--- src/rtl/cooling_fan_sequencer_if.sv ---
// rtl/cooling_fan_sequencer_if.sv - sensor inputs and fan drive outputs of the cooling fan sequencer
//
// master: the environment side. It drives tick, calorie, temperature, pressure,
//         air_pressure and tach, and observes the fan outputs.
// slave : the sequencer side. It consumes the sensor inputs and drives fan,
//         fan_pwm, duty, fan_angle, state and stall.
interface cooling_fan_sequencer_if;
    logic       tick;
    logic [2:0] calorie;
    logic [2:0] temperature;
    logic       pressure;
    logic       air_pressure;
    logic       tach;
    logic       fan;
    logic       fan_pwm;
    logic [2:0] duty;
    logic [2:0] fan_angle;
    logic [2:0] state;
    logic       stall;

    modport master (
        output tick, calorie, temperature, pressure, air_pressure, tach,
        input  fan, fan_pwm, duty, fan_angle, state, stall
    );

    modport slave (
        input  tick, calorie, temperature, pressure, air_pressure, tach,
        output fan, fan_pwm, duty, fan_angle, state, stall
    );
endinterface

--- src/rtl/cooling_fan_sequencer.sv ---
// rtl/cooling_fan_sequencer.sv - tick-driven cooling fan sequencer with louvre sweep and PWM drive
//
// Ports:
//   clk  - sole clock, rising edge
//   rst  - synchronous active-high reset
//   bus  - cooling_fan_sequencer_if.slave:
//          in : tick, calorie[2:0], temperature[2:0], pressure, air_pressure, tach
//          out: fan, fan_pwm, duty[2:0], fan_angle[2:0], state[2:0], stall
// Optional feature: define FAN_STALL_DETECT_EN to enable tach-based stall detection.
module cooling_fan_sequencer #(
    parameter int CAL_TH       = 1,
    parameter int TEMP_TH      = 1,
    parameter int SPINUP_TICKS = 4,
    parameter int COOL_TICKS   = 8,
    parameter int SWEEP_DIV    = 2,
    parameter int ANGLE_MAX    = 5,
    parameter int STALL_TICKS  = 6
) (
    input  logic                    clk,
    input  logic                    rst,
    cooling_fan_sequencer_if.slave  bus
);
    localparam int CW = 8;

    localparam logic [2:0] S_IDLE     = 3'd0;
    localparam logic [2:0] S_SPINUP   = 3'd1;
    localparam logic [2:0] S_RUN      = 3'd2;
    localparam logic [2:0] S_SWEEP    = 3'd3;
    localparam logic [2:0] S_HOLD     = 3'd4;
    localparam logic [2:0] S_COOLDOWN = 3'd5;
    localparam logic [2:0] S_STALL    = 3'd6;

    logic [2:0]    state_q, state_d;
    logic [CW-1:0] tick_cnt_q, tick_cnt_d;
    logic [CW-1:0] div_q, div_d;
    logic [2:0]    angle_q, angle_d;
    logic [2:0]    duty_q, duty_d;
    logic          fan_q, fan_d;
    logic          stall_q, stall_d;
    logic [2:0]    pwm_cnt_q;
    logic          hot, active, stall_hit;

    assign hot    = (bus.calorie > 3'(CAL_TH)) && (bus.temperature > 3'(TEMP_TH));
    assign active = (state_q == S_RUN) || (state_q == S_SWEEP) || (state_q == S_HOLD);

`ifdef FAN_STALL_DETECT_EN
    logic          tach_q;
    logic          tach_rise;
    logic [CW-1:0] tach_cnt_q;

    assign tach_rise = bus.tach & ~tach_q;
    // Stall fires on the active tick that would complete STALL_TICKS edge-free ticks.
    assign stall_hit = active & ~tach_rise & (tach_cnt_q == CW'(STALL_TICKS - 1));

    always_ff @(posedge clk) begin
        if (rst) begin
            tach_q     <= 1'b0;
            tach_cnt_q <= '0;
        end else begin
            tach_q <= bus.tach;
            if (tach_rise || (bus.tick && (state_d != state_q)))
                tach_cnt_q <= '0;
            else if (bus.tick && active)
                tach_cnt_q <= tach_cnt_q + CW'(1);
        end
    end
`else
    logic unused_tach;
    assign unused_tach = bus.tach;
    assign stall_hit   = 1'b0;
`endif

    // State and output registers.
    always_ff @(posedge clk) begin
        if (rst) begin
            state_q    <= S_IDLE;
            tick_cnt_q <= '0;
            div_q      <= '0;
            angle_q    <= '0;
            duty_q     <= '0;
            fan_q      <= 1'b0;
            stall_q    <= 1'b0;
            pwm_cnt_q  <= '0;
        end else begin
            state_q    <= state_d;
            tick_cnt_q <= tick_cnt_d;
            div_q      <= div_d;
            angle_q    <= angle_d;
            duty_q     <= duty_d;
            fan_q      <= fan_d;
            stall_q    <= stall_d;
            pwm_cnt_q  <= pwm_cnt_q + 3'd1;
        end
    end

    // Next state plus the spin-up/cool-down counter and louvre sweep position.
    always_comb begin
        state_d    = state_q;
        tick_cnt_d = tick_cnt_q;
        div_d      = div_q;
        angle_d    = angle_q;
        if (state_q == 3'd7) begin
            state_d = S_IDLE;
        end else if (bus.tick) begin
            case (state_q)
                S_IDLE: begin
                    if (hot) begin
                        state_d    = S_SPINUP;
                        tick_cnt_d = '0;
                    end
                end
                S_SPINUP: begin
                    if (tick_cnt_q == CW'(SPINUP_TICKS - 1)) begin
                        state_d    = S_RUN;
                        tick_cnt_d = '0;
                    end else begin
                        tick_cnt_d = tick_cnt_q + CW'(1);
                    end
                end
                S_RUN, S_SWEEP, S_HOLD: begin
                    if (stall_hit) begin
                        state_d = S_STALL;
                    end else if (!hot) begin
                        state_d    = S_COOLDOWN;
                        tick_cnt_d = '0;
                    end else if (bus.pressure) begin
                        state_d = S_RUN;
                    end else if (bus.air_pressure) begin
                        state_d = S_SWEEP;
                    end else begin
                        state_d = S_HOLD;
                    end
                end
                S_COOLDOWN: begin
                    if (hot) begin
                        state_d    = S_RUN;
                        tick_cnt_d = '0;
                    end else if (tick_cnt_q == CW'(COOL_TICKS - 1)) begin
                        state_d    = S_IDLE;
                        tick_cnt_d = '0;
                    end else begin
                        tick_cnt_d = tick_cnt_q + CW'(1);
                    end
                end
                default: ;  // STALL is held until reset
            endcase

            // Every tick that lands in SWEEP advances the divider; HOLD leaves it frozen.
            if (state_d == S_SWEEP) begin
                if (div_q == CW'(SWEEP_DIV - 1)) begin
                    div_d   = '0;
                    angle_d = (angle_q == 3'(ANGLE_MAX)) ? 3'd0 : angle_q + 3'd1;
                end else begin
                    div_d = div_q + CW'(1);
                end
            end else if ((state_d == S_RUN) || (state_d == S_COOLDOWN)) begin
                div_d   = '0;
                angle_d = '0;
            end
        end
    end

    // Registered outputs follow the upcoming state; duty tracks temperature while running.
    always_comb begin
        fan_d   = 1'b0;
        duty_d  = 3'd0;
        stall_d = stall_q | (state_d == S_STALL);
        case (state_d)
            S_SPINUP: begin
                fan_d  = 1'b1;
                duty_d = 3'd7;
            end
            S_RUN, S_SWEEP, S_HOLD: begin
                fan_d = 1'b1;
                if (bus.temperature >= 3'd6)
                    duty_d = 3'd7;
                else if (bus.temperature >= 3'd4)
                    duty_d = 3'd5;
                else
                    duty_d = 3'd3;
            end
            S_COOLDOWN: begin
                fan_d  = 1'b1;
                duty_d = 3'd2;
            end
            default: ;
        endcase
    end

    assign bus.state     = state_q;
    assign bus.fan       = fan_q;
    assign bus.duty      = duty_q;
    assign bus.fan_angle = angle_q;
    assign bus.stall     = stall_q;
    assign bus.fan_pwm   = fan_q && (pwm_cnt_q < duty_q);
endmodule

--- src/flat_wrapper.sv ---
// flat-port wrapper written by rule: the top's interface ports become plain ports
module cooling_fan_sequencer_flat 
#(
    parameter int CAL_TH       = 1,
    parameter int TEMP_TH      = 1,
    parameter int SPINUP_TICKS = 4,
    parameter int COOL_TICKS   = 8,
    parameter int SWEEP_DIV    = 2,
    parameter int ANGLE_MAX    = 5,
    parameter int STALL_TICKS  = 6
)
  (clk, rst, bus_tick, bus_calorie, bus_temperature, bus_pressure, bus_air_pressure, bus_tach, bus_fan, bus_fan_pwm, bus_duty, bus_fan_angle, bus_state, bus_stall);
  cooling_fan_sequencer_if bus_i ();
  input  logic clk;
  input  logic rst;
  input wire logic [$bits(bus_i.tick)-1:0] bus_tick;
  input wire logic [$bits(bus_i.calorie)-1:0] bus_calorie;
  input wire logic [$bits(bus_i.temperature)-1:0] bus_temperature;
  input wire logic [$bits(bus_i.pressure)-1:0] bus_pressure;
  input wire logic [$bits(bus_i.air_pressure)-1:0] bus_air_pressure;
  input wire logic [$bits(bus_i.tach)-1:0] bus_tach;
  output wire logic [$bits(bus_i.fan)-1:0] bus_fan;
  output wire logic [$bits(bus_i.fan_pwm)-1:0] bus_fan_pwm;
  output wire logic [$bits(bus_i.duty)-1:0] bus_duty;
  output wire logic [$bits(bus_i.fan_angle)-1:0] bus_fan_angle;
  output wire logic [$bits(bus_i.state)-1:0] bus_state;
  output wire logic [$bits(bus_i.stall)-1:0] bus_stall;
  assign bus_i.tick = bus_tick;
  assign bus_i.calorie = bus_calorie;
  assign bus_i.temperature = bus_temperature;
  assign bus_i.pressure = bus_pressure;
  assign bus_i.air_pressure = bus_air_pressure;
  assign bus_i.tach = bus_tach;
  assign bus_fan = bus_i.fan;
  assign bus_fan_pwm = bus_i.fan_pwm;
  assign bus_duty = bus_i.duty;
  assign bus_fan_angle = bus_i.fan_angle;
  assign bus_state = bus_i.state;
  assign bus_stall = bus_i.stall;
  cooling_fan_sequencer #(.CAL_TH(CAL_TH), .TEMP_TH(TEMP_TH), .SPINUP_TICKS(SPINUP_TICKS), .COOL_TICKS(COOL_TICKS), .SWEEP_DIV(SWEEP_DIV), .ANGLE_MAX(ANGLE_MAX), .STALL_TICKS(STALL_TICKS)) u_core (.clk(clk), .rst(rst), .bus(bus_i));
endmodule
--- config.mk ---
export PLATFORM = sky130hd
export DESIGN_NAME = cooling_fan_sequencer_flat
export DESIGN_NICKNAME = d
export VERILOG_FILES = /design/src/rtl/cooling_fan_sequencer_if.sv /design/src/rtl/cooling_fan_sequencer.sv /design/src/flat_wrapper.sv
export SDC_FILE = /design/constraint.sdc
export NUM_CORES = 1
export LEC_CHECK = 0
export ABC_CLOCK_PERIOD_IN_PS = 2600
export CAP_MARGIN = 20
export CELL_PAD_IN_SITES_DETAIL_PLACEMENT = 0
export CELL_PAD_IN_SITES_GLOBAL_PLACEMENT = 2
export CORE_UTILIZATION = 33
export CTS_CLUSTER_SIZE = 28
export DETAILED_ROUTE_END_ITERATION = 12
export HOLD_SLACK_MARGIN = 0.15
export PLACE_DENSITY = 0.9
export SLEW_MARGIN = 20
export SYNTH_ARGS = -nofsm -noshare
export SYNTH_HDL_FRONTEND = slang
export SYNTH_SLANG_ARGS = --single-unit
--- constraint.sdc ---
create_clock -name clk -period 2.6 [get_ports clk]
set_clock_uncertainty 0.05 [all_clocks]
set_input_delay 0.52 -clock clk [delete_from_list [all_inputs] [get_ports clk]]
set_output_delay 0.52 -clock clk [all_outputs]
set_load 0.05 [all_outputs]
==> impl_metrics.ini, run 1 <==
[placed_design]
place.gp.congestion = 0.811
dpl_worst_slack_ns = -0.249
place_area_sq_mm = 0.00223
hpwl_microns = 3170
portBuffers = 20

[synth]
ys_seq_elements = 30
synth_edf_count = 0
synth_area_sq_mm = 0.00182
avgSynthCellArea_sq_um = 8.56
syn-num-nets = 230
yosysWarnings = 0
yosysSeqAreaShare_pct = 33.1
synth_ff_type = dfxtp_1
async_flop_share_pct = 0
synth_top_area_cell = dfxtp_1
synth_top_area_share_pct = 33.1
synth_commonest_cells = dfxtp_1 (30), nor2_1 (29), nand3_1 (12)
syn_inst = 212
synth_most_common_cell = dfxtp_1
synth_cell_types = 59
synthTopCellsByArea = dfxtp_1 (33%), nor2_1 (6.0%), ha_1 (4.1%), xnor2_1 (3.4%), nand3_1 (3.3%)

[pwr]
leakage_uw = 0.000893
powerDensity_mw_per_mm2 = 514
ir_drop_v = 0.000320

[sta]
setup_violations = 0
finalWorstSetupSlack_ns = 0.127
tightest_slew_ns = 0.498
hold_viol = 0
post-route-period-util_pct = 95.1
rsz0062_at_grt = no
setup_tns_ns = 0
slew_headroom_pct = 66.7
period_needed_ns = 2.47
max_freq_ghz = 0.404
drv_slew = 0

[global_route]
overflow = 0
antenna_found_initial = 0
grt_pass1_vias = 1656
track_usage_pct = 15.7
grt_start_max_net_pins = 14
grt_pass1_wl_microns = 7450

[cells_and_area]
drive_gt1_share_pct = 23.4
fin_util_pct = 46.2
final_area_sq_mm = 0.00240
area_growth_pct = 32.4
nNetsFinal = 273
antenna_cells = 0

[detailed_routing]
dr.first_iter.drc_count = 53
routedWlPerCell_microns = 12.7
antenna_left = 0
drc = 0
vias = 1702
drt_first_pass_iters = 4
viasPerCell = 5.22
drt_wl_total_microns = 4160

[critical_path]
endpoint_kind = primary output
critical_path.max_fanout = 11
crit_slowest_cell = clkdlybuf4s50_1
crit_path_max_incr_delay_ns = 0.82
cp.arrival_ns = 1.90
crit_chain = buf_4 -> clkdlybuf4s50_1
crit_required_ns = 2.03
critical_path_class = reg2out
r2r-start = u_core.tick_cnt_q[0]
start_kind = flop
reg2reg_depth = 9
r2r_end = u_core.div_q[1]
reg2reg_slack_ns = 0.15

[die]
dieWidth_microns = 76.2
fp-row-count = 26
core_area_sq_mm = 0.00520
initial_core_util_pct = 34.9
dieArea_sq_mm = 0.00580
ios = 24
die_h_microns = 76.2

[cts]
cts_buffers = 5
cts.reportedPaths.clkPinSlew_ns = 0.06
clockBufferDepth = 2
cts_hold_buf = 0
cts_tree = built
clockRootBuffer = clkbuf_8
clock_latency_ns = 0.27
clkSinkCount = 30
htree_levels = 2

[flow_run]
maxCapViolCount = 0

[hold_path]
holdPathStages = 1
min-delay-start = u_core.pwm_cnt_q[0]
hold_path_end = u_core.pwm_cnt_q[0]
min_path_type = reg2reg

[status]
status = finished clean
[metal layers]
layer	up-vias	part of all wire, %	track usage [%]	wire (microns)
met1	810	45	18.7	1870
met4	0	0.77	3.46	32
met2	14	52	28.6	2150
met5	-	0	0	0
li1	873	-	-	-
met3	5	2.4	3.59	100
[layout make-up]
| class | instances | area (sq um) |
|---|---|---|
| Inverter | 9 | 33.8 |
| Fill cell | 530 | 2800 |
| Sequential cell | 30 | 601 |
| Clock buffer | 7 | 86.3 |
| Clock inverter | 1 | 5.00 |
| Timing Repair Buffer | 46 | 403 |
| Tap cell | 70 | 87.6 |
| Multi-Input combinational cell | 163 | 1190 |
[cells in the final DEF, fill, tap and decap left out, drive strengths merged, types with 3 or more instances in the layout]
| cell type | count |
|---|---|
| dfxtp | 30 |
| nor2 | 29 |
| buf | 27 |
| clkdlybuf4s50 | 15 |
| nand3 | 12 |
| nand2 | 12 |
| a21oi | 12 |
| inv | 9 |
| xnor2 | 7 |
| clkbuf | 7 |
| nand3b | 6 |
| o21ai | 6 |
| ha | 6 |
| a22oi | 5 |
| a211oi | 5 |
| nand2b | 4 |
| nor2b | 4 |
| dlymetal6s2s | 4 |
| o211ai | 4 |
| nor3 | 3 |
| a21o | 3 |
| nand4 | 3 |
| mux2i | 3 |
| a221o | 3 |
| a2111oi | 3 |
[worst max-delay path by stage]
| stage | from | cells after the start | end | slack (ns) |
|---|---|---|---|---|
| 2_1_floorplan | u_core.bus.state[2] | 8 | u_core.bus.duty[1] | 0.13 |
| 3_3_place_gp | bus_calorie[1] | 9 | u_core.div_q[3] | -0.22 |
| 3_5_place_dp | bus_calorie[1] | 9 | u_core.div_q[3] | -0.25 |
| 4_1_cts | bus_calorie[1] | 9 | u_core.div_q[3] | 0.03 |
| 5_1_grt | u_core.tick_cnt_q[0] | 8 | u_core.bus.duty[0] | 0.02 |
| 6_report | u_core.bus.state[2] | 2 | bus_state[2] | 0.13 |
[worst max-delay path: cells and delay by family (launching register included)]
family	cells	cell delay [ns]
DFF	1	0.55
buffers and inverters	2	1.08
[kinds of logic after synthesis]
kind of cell	after synthesis	share of synthesized area, %
flip-flops	30	33.1
buffers and inverters	19	4.55
multiplexers	3	1.65
XOR/XNOR	7	3.38
AO/OA/AOI/OAI	60	28.5
AND/OR/NAND/NOR	87	24.7
adder cells (fa/ha/maj)	6	4.13
[per-stage QoR]
step	cells	hold slack [ns]	power [uW]
after floorplan	212	0.367	735
after global placement	316	0.383	853
after detailed placement	316	0.396	854
after CTS	324	0.407	1240
after global routing	326	0.438	1310
final	326	0.400	1240
[power breakdown]
part | switching, uW | internal [uW] | leakage [uW]
combinational | 202 | 151 | 0.000601
clock | 168 | 213 | 0.0000482
sequential | 20.8 | 481 | 0.000244
[repair_timing]
action	CTS	global route
endpoints found under the setup margin	0	17
setup buffers	0	2
gates resized for setup	0	15
[flip-flops by register name, indices dropped and copies added, names as in the netlist]
signal                cells
u_core.tick_cnt_q         8
u_core.div_q              8
u_core.bus.duty           3
u_core.bus.stall          1
u_core.bus.state          3
u_core.bus.fan_angle      3
u_core.bus.fan            1
u_core.pwm_cnt_q          3
Note: power is estimated with default switching activity, not from simulation.
==> run 2: changes to the inputs <==
- GPL_TIMING_DRIVEN: unset -> 0
==> run 2 against run 1 <==
  * Die area is the same
  * Via count shrank 3.9%
  * Non-clock buffer count shrank 12
  * Critical path depth grew 7
  * Maximum frequency shrank 1.8%
  * Largest power group unchanged
==> impl_metrics.ini, run 2 (synthesis gave the netlist of run 1 again) <==
[global_route]
antenna_found_initial = 0
grt_pass1_vias = 1573
overflow = 0
track_usage_pct = 15.8
grt_pass1_wl_microns = 7450
grt_start_max_net_pins = 11

[critical_path]
crit_buf_inv = 2
crit_slowest_cell = clkdlybuf4s50_1
critical_path_class = in2reg
cp.arrival_ns = 2.67
endpoint_kind = flop
start_kind = primary input
crit_path_max_incr_delay_ns = 0.50
path_delay_family = simple AND/OR/NAND/NOR gates
critical_path.max_fanout = 8
crit_required_ns = 2.75
crit_chain = clkdlybuf4s50_1 -> nand2b_1 -> a22oi_1 -> or3_4 -> o211ai_4 -> a21oi_2 -> or2_1 -> clkbuf_4 -> a211oi_2

[detailed_routing]
vias = 1635
viasPerCell = 5.21
drc = 0
antenna_left = 0
wl_met3_microns = 109
routedWlPerCell_microns = 13.8
drt_wl_total_microns = 4340
wl_met1_microns = 2070
wl_met2_microns = 2140
highest_layer = met4
drt_first_pass_iters = 4
dr.first_iter.drc_count = 33

[cts]
clockBufferDepth = 2
cts_buffers = 5
htree_levels = 2
clockRootBuffer = clkbuf_8
cts_hold_buf = 0
clock_latency_ns = 0.28
cts.reportedPaths.clkPinSlew_ns = 0.07
cts_tree = built
clkSinkCount = 30

[sta]
max_freq_ghz = 0.397
setup_violations = 0
post-route-period-util_pct = 96.8
slew_headroom_pct = 56.1
period_needed_ns = 2.52
tightest_slew_ns = 0.650
hold_viol = 0
rsz0062_at_grt = yes
drv_slew = 0

[die]
core_area_sq_mm = 0.00520
ios = 24
dieWidth_microns = 76.2
initial_core_util_pct = 34.9
die_h_microns = 76.2
fp-row-count = 26
dieArea_sq_mm = 0.00580

[cells_and_area]
reg_top3 = u_core.div_q: 8 flops, u_core.tick_cnt_q: 8 flops
drive_gt1_share_pct = 17.6
nNetsFinal = 261
final_area_sq_mm = 0.00231
mostFrequentLayoutCell = dfxtp_1
antenna_cells = 0
fin_util_pct = 44.4
mostFrequentLayoutCells = dfxtp_1 (30), nor2_1 (29), clkdlybuf4s50_1 (15)
area_growth_pct = 27.2

[pwr]
powerDensity_mw_per_mm2 = 560
ir_drop_v = 0.000303
leakage_uw = 0.000818

[status]
status = finished clean

[placed_design]
place_area_sq_mm = 0.00210
portBuffers = 20
hpwl_microns = 3230
place.gp.congestion = 0.844

[hold_path]
min_path_type = reg2reg

[flow_run]
maxCapViolCount = 0
## run 2: routing by layer
metal | track usage (%) | vias to the layer above
met1 | 19.2 | 768
met4 | 3.46 | 0
met5 | 0 | -
met3 | 3.71 | 2
li1 | - | 852
met2 | 28.3 | 13
## run 2: power breakdown
part	switching [uW]	internal [uW]
registers	14.1	481
logic	207	131
clock network	179	282
total	401	893
## run 2: final timing paths
path,startpoint,end,slack [ns],depth (start not counted)
min,u_core.bus.stall,u_core.bus.stall,0.41,2
max,bus_pressure,u_core.div_q[1],0.08,9
max reg2reg,u_core.tick_cnt_q[0],u_core.bus.fan_angle[1],0.14,8
min reg2reg,u_core.bus.stall,u_core.bus.stall,0.41,2
## run 2: tightest hold or removal path, stage by stage (launching register included)
cell	delay (ns)
dfxtp_1	0.31
inv_1	0.05
a21oi_1	0.05
## run 2: through the flow
step | hold WS, ns | setup TNS, ns | std cells | worst slack [ns] | power [uW]
floorplan | 0.367 | 0 | 212 | 0.131 | 735
global placement | 0.383 | -6.47 | 302 | -0.390 | 826
detailed placement | 0.395 | -6.28 | 302 | -0.388 | 827
CTS | 0.407 | 0 | 313 | 0.00769 | 1300
global route | 0.433 | -0.101 | 314 | -0.0519 | 1370
finish | 0.406 | 0 | 314 | 0.0822 | 1290
## run 2: what timing repair did
| item | 4_1_cts | 5_1_grt |
|---|---|---|
| setup endpoints to repair | 14 | 17 |
| pin swaps | 3 | 5 |
| resized for setup | 3 | 13 |
| buffers inserted | 3 | 1 |
## run 2: layout make-up
type                    instances  area [sq um]
multi-input cells             163          1190
clock inverters                 3          40.0
fillers                       532          2900
repair buffers                 24           236
plain buffers                  10          51.3
clock buffers                   5          68.8
inverters                       9          33.8
flip-flops and latches         30           601
well taps                      70          87.6
